<file path="config.mk">
export PLATFORM = sky130hd
export DESIGN_NAME = fetch_unit
export DESIGN_NICKNAME = d
export VERILOG_FILES = /design/src/rtl/fetch_unit.sv
export SDC_FILE = /design/constraint.sdc
export NUM_CORES = 1
export LEC_CHECK = 0
export CAP_MARGIN = 0
export CORE_AREA = 2 2 101 176
export CTS_CLUSTER_SIZE = 30
export DETAILED_ROUTE_END_ITERATION = 8
export DIE_AREA = 0 0 103 178
export GPL_ROUTABILITY_DRIVEN = 1
export GPL_TIMING_DRIVEN = 0
export PLACE_DENSITY_LB_ADDON = 0.1
export SYNTH_ARGS = -nofsm -noshare
export SYNTH_HDL_FRONTEND = slang
export SYNTH_SLANG_ARGS = --single-unit
</file>
<file path="constraint.sdc">
create_clock -name clock -period 2.1 [get_ports clock]
set_input_delay 0.42 -clock clock [delete_from_list [all_inputs] [get_ports clock]]
set_output_delay 0.42 -clock clock [all_outputs]
set_load 0.05 [all_outputs]
</file>
<file path="src/rtl/fetch_unit.sv">
// Fetch stage: generates fetch PCs, keeps one I-cache request in flight and
// pushes predicted instruction entries into the fetch-to-decode buffer.
module fetch_unit #(
   parameter logic [31:0] RESET_PC = 32'h0000_0000,
   parameter int          GHR_BITS = 8,
   parameter int          GH       = GHR_BITS
) (
   input  logic          clock,
   input  logic          reset_n,
   input  logic          redirect_valid_i,
   input  logic [31:0]   redirect_pc_i,
   output logic          icache_req_valid_o,
   output logic [31:0]   icache_req_addr_o,
   input  logic          icache_req_ready_i,
   input  logic          icache_rsp_valid_i,
   input  logic [31:0]   icache_rsp_inst_i,
   output logic [31:0]   bp_pc_o,
   input  logic          bp_pred_taken_i,
   input  logic [31:0]   bp_pred_target_i,
   input  logic [GH-1:0] bp_ghr_i,
   input  logic          ibuf_full_i,
   output logic          ibuf_flush_o,
   output logic          ibuf_push_o,
   output logic [31:0]   ibuf_pc_o,
   output logic [31:0]   ibuf_inst_o,
   output logic          ibuf_pred_taken_o,
   output logic [31:0]   ibuf_pred_target_o,
   output logic [GH-1:0] ibuf_ghr_snapshot_o
);

   typedef enum logic [1:0] {
      S_REQ   = 2'd0,
      S_WAIT  = 2'd1,
      S_HOLD  = 2'd2,
      S_DRAIN = 2'd3
   } state_t;

   state_t          r_state;
   state_t          w_next_state;
   logic [31:0]     r_pc;
   logic [31:0]     r_req_pc;
   logic            r_pred_taken;
   logic [31:0]     r_pred_target;
   logic [GH-1:0]   r_pred_ghr;
   logic [31:0]     r_hold_inst;
   logic            w_accept;
   logic            w_hold_capture;

   // The request is always valid in REQ, so acceptance only needs ready.
   assign w_accept       = (r_state == S_REQ) && icache_req_ready_i;
   assign w_hold_capture = (r_state == S_WAIT) && icache_rsp_valid_i &&
                           ibuf_full_i && !redirect_valid_i;

   always_ff @(posedge clock) begin
      if (!reset_n) r_state <= S_REQ;
      else          r_state <= w_next_state;
   end

   always_comb begin
      w_next_state = r_state;
      case (r_state)
         S_REQ: begin
            if (w_accept) w_next_state = redirect_valid_i ? S_DRAIN : S_WAIT;
         end
         S_WAIT: begin
            if (redirect_valid_i)
               w_next_state = icache_rsp_valid_i ? S_REQ : S_DRAIN;
            else if (icache_rsp_valid_i)
               w_next_state = ibuf_full_i ? S_HOLD : S_REQ;
         end
         S_HOLD: begin
            if (redirect_valid_i || !ibuf_full_i) w_next_state = S_REQ;
         end
         S_DRAIN: begin
            if (icache_rsp_valid_i) w_next_state = S_REQ;
         end
         default: w_next_state = S_REQ;
      endcase
   end

   always_ff @(posedge clock) begin
      if (!reset_n) begin
         r_pc          <= RESET_PC;
         r_req_pc      <= '0;
         r_pred_taken  <= 1'b0;
         r_pred_target <= '0;
         r_pred_ghr    <= '0;
         r_hold_inst   <= '0;
      end else begin
         if (redirect_valid_i)
            r_pc <= {redirect_pc_i[31:2], 2'b00};
         else if (w_accept)
            r_pc <= bp_pred_taken_i ? {bp_pred_target_i[31:2], 2'b00} : r_pc + 32'd4;
         // Latching on a redirected accept is harmless: DRAIN discards that response.
         if (w_accept) begin
            r_req_pc      <= r_pc;
            r_pred_taken  <= bp_pred_taken_i;
            r_pred_target <= bp_pred_target_i;
            r_pred_ghr    <= bp_ghr_i;
         end
         if (w_hold_capture) r_hold_inst <= icache_rsp_inst_i;
      end
   end

   always_comb begin
      icache_req_valid_o  = 1'b0;
      icache_req_addr_o   = '0;
      bp_pc_o             = '0;
      ibuf_flush_o        = 1'b0;
      ibuf_push_o         = 1'b0;
      ibuf_pc_o           = '0;
      ibuf_inst_o         = '0;
      ibuf_pred_taken_o   = 1'b0;
      ibuf_pred_target_o  = '0;
      ibuf_ghr_snapshot_o = '0;
      if (reset_n) begin
         icache_req_addr_o   = r_pc;
         bp_pc_o             = r_pc;
         ibuf_flush_o        = redirect_valid_i;
         ibuf_pc_o           = r_req_pc;
         ibuf_inst_o         = (r_state == S_HOLD) ? r_hold_inst : icache_rsp_inst_i;
         ibuf_pred_taken_o   = r_pred_taken;
         ibuf_pred_target_o  = r_pred_target;
         ibuf_ghr_snapshot_o = r_pred_ghr;
         case (r_state)
            S_REQ:   icache_req_valid_o = 1'b1;
            S_WAIT:  ibuf_push_o = icache_rsp_valid_i && !ibuf_full_i && !redirect_valid_i;
            S_HOLD:  ibuf_push_o = !ibuf_full_i && !redirect_valid_i;
            default: ibuf_push_o = 1'b0;
         endcase
      end
   end

   // Only one request can be outstanding, so a response in REQ/HOLD is a cache bug.
   always_ff @(posedge clock) begin
      if (reset_n)
         assert (!(icache_rsp_valid_i && (r_state == S_REQ || r_state == S_HOLD)));
   end

endmodule
</file>
==> flow_summary.yaml <==
status:
  status: "finished, violations left"
  violations: "setup timing"
yosys:
  post_synth_inst_count: 1017
  synth.area.top_cells: "dfxtp_1, nor2_1, and2_1"
  ys_top_cells_by_count: "nor2_1, dfxtp_1, nand2_1"
  synth_nets: 1134
  synth_ff_type: "dfxtp_1"
  yosysTopAreaCell: "dfxtp_1"
  ys_seq_area_frac: 0.371
  ys_types: 62
  synthArstFlopShare: 0
  yosys.cell_count.top_type: "nor2_1"
  syn_area_per_cell_sq_um: 7.38
  synth-edff-count: 0
  ys.warnings.count: 0
  synth.top_cell.area_share: 0.371
  synth_seq_cells: 139
  syn_area_sq_um: 7510
final_layout:
  stdcell_count: 1566
  fillCellCount: 1536
  layout-drive-gt1-share: 0.284
  n_antenna_cell: 0
  fin_nets: 1443
  area_growth_pct: 54.1
drt:
  wl_microns: 28000
  wire_per_inst_microns: 17.9
  top_layer: "met4"
  vias: 8321
  met2_length_microns: 14500
  wl_met3_microns: 1990
  route.detailed.drc: 0
  drt-pass1-iter-count: 4
  ant_nets: 0
  met1Wirelength_microns: 9960
  avgViaCountPerCell: 5.31
  drt_first_iter_violations: 487
timing:
  clock-skew-final_ps: 10.9
  worst_slack_ps: -143
  hold_ws_ps: 455
  rsz0062_at_grt: "true"
  min_period_ps: 2240
  slew_headroom: 0.541
  fin_crit_sh: 1.07
  drv_slew: 0
  max_freq_mhz: 446
  setup_viol: 22
  worstMarginPinSlew_ps: 689
  finalHoldViolations: 0
die:
  die_h_microns: 178
  core_area_sq_um: 16900
  dieWidth_microns: 103
  start_util: 0.445
  die_area_sq_um: 18300
  rows: 63
  io-pin-count: 283
setup_path:
  cp-end-kind: "primary output"
  crit_fanout: 5
  crit_family: "buffers and inverters"
  worst_path_max_delay_cell: "dfxtp_4"
  rrSetupSlack_ps: 130
  crit_buf_inv: 5
  cpMostUsedCell: "buf_12"
  worstPathArrival_ps: 1820
  crit_chain: "inv_4, ha_4, buf_12, buf_12, buf_12, mux2i_4, nor2_2, buf_6"
  path_class: "flop to primary output"
  start_kind: "flop"
  max_stage_delay_ps: 370
  cp.required_ps: 1680
global_route:
  overflow: 0
  antenna_found_initial: 0
  grt_pass1_vias: 8216
  grt_pass1_wl_microns: 42600
  grt_max_degree: 17
  grtUsageTotal: 0.303
pwr:
  ir_drop_mv: 0.562
  power.static_leakage_uw: 0.00476
  total_power_uw: 11500
  pwr_density_cell_nw_per_um2: 998
run:
  maxCapViolations: 0
placed_design:
  place_ws_ps: -1030
  place_congestion: 0.963
  place_hpwl_microns: 21300
  post-place-cells: 1522
  port_buffers: 278
min_path:
  hold_class: "flop to flop"
cts:
  clk_path_buf_depth: 2
  path_clk_slew_ps: 70
  cts_buffers: 17
  worst_skew_pair.late_latency_ps: 420
  cts_tree: "yes"
  cts_root_buf: "clkbuf_16"
  htree_levels: 4
  cts_num_sinks: 139
logic make-up after synthesis:
| logic type | synth area share |
|---|---|
| compound gates | 0.158 |
| xor+xnor | 0.0128 |
| fa+ha+maj | 0.0100 |
| buf+inv | 0.0783 |
| flops | 0.371 |
| mux | 0.0506 |
| simple gates | 0.320 |
what timing repair did:
item	CTS	global route
resized for setup	735	91
hold buffers	0	0
gates cloned	3	0
endpoints found under the setup margin	208	197
pin swaps	5	6
buffers inserted	8	4
metrics by stage:
stage / utilization / instance area [sq um] / TNS (ps)
4_1_cts: 0.686 / 11600 / -2300
6_report: 0.686 / 11600 / -1850
3_5_place_dp: 0.633 / 10700 / -159210
5_1_grt: 0.686 / 11600 / -3450
3_3_place_gp: 0.633 / 10700 / -153830
2_1_floorplan: - / 7610 / -1770
sequential cells by signal, indices dropped and copies added, names as in the netlist:
signal         cells
r_state            2
r_pc              32
r_pred_taken       1
r_pred_target     32
r_req_pc          32
r_pred_ghr         8
r_hold_inst       32
layout make-up:
class / count / area (sq um) / area share
Clock buffer: 18 / 439 / 0.0380
Tap cell: 227 / 284 / 0.0245
Multi-Input combinational cell: 760 / 4340 / 0.375
Inverter: 9 / 40.0 / 0.00346
Buffer: 107 / 656 / 0.0567
Clock inverter: 14 / 123 / 0.0106
Timing Repair Buffer: 292 / 2900 / 0.251
Sequential cell: 139 / 2790 / 0.241
per-layer routing:
metal  GRT usage  vias up
li1            -     4001
met1       0.324     3826
met2       0.545      396
met3      0.0556       98
met4       0.166        0
met5           0        -
worst min-delay path: cells and delay by family (launching register included):
kind               cells  cell delay [ps]
AOI/OAI and AO/OA      1               50
DFF                    1              310
and+or+nand+nor        1               50
final timing paths:
kind                                     start                            to  cells after the start
setup / recovery       r_state[0]$_SDFFE_PN0P_                ibuf_inst_o[4]                      8
hold / removal    r_hold_inst[24]$_SDFFE_PN0P_  r_hold_inst[24]$_SDFFE_PN0P_                      2
setup reg to reg       r_state[0]$_SDFFE_PN0P_         r_pc[25]$_SDFFE_PN0P_                     10
hold reg to reg   r_hold_inst[24]$_SDFFE_PN0P_  r_hold_inst[24]$_SDFFE_PN0P_                      2
where the power goes:
part | internal (uW) | switching, uW
combinational | 1990 | 3190
sequential | 3140 | 321
clock | 1590 | 1330
cell usage in the layout, fill, tap and decap left out, drive strengths merged, types with 18 or more instances in the layout:
cell	count
dfxtp	139
o21ai	98
a21oi	63
mux2i	38
and2	109
clkdlybuf4s50	105
nor2	196
buf	145
clkdlybuf4s15	88
nand2	112
inv	18
clkbuf	71
nand3	22
No activity file was read; power rests on OpenSTA's default activity.
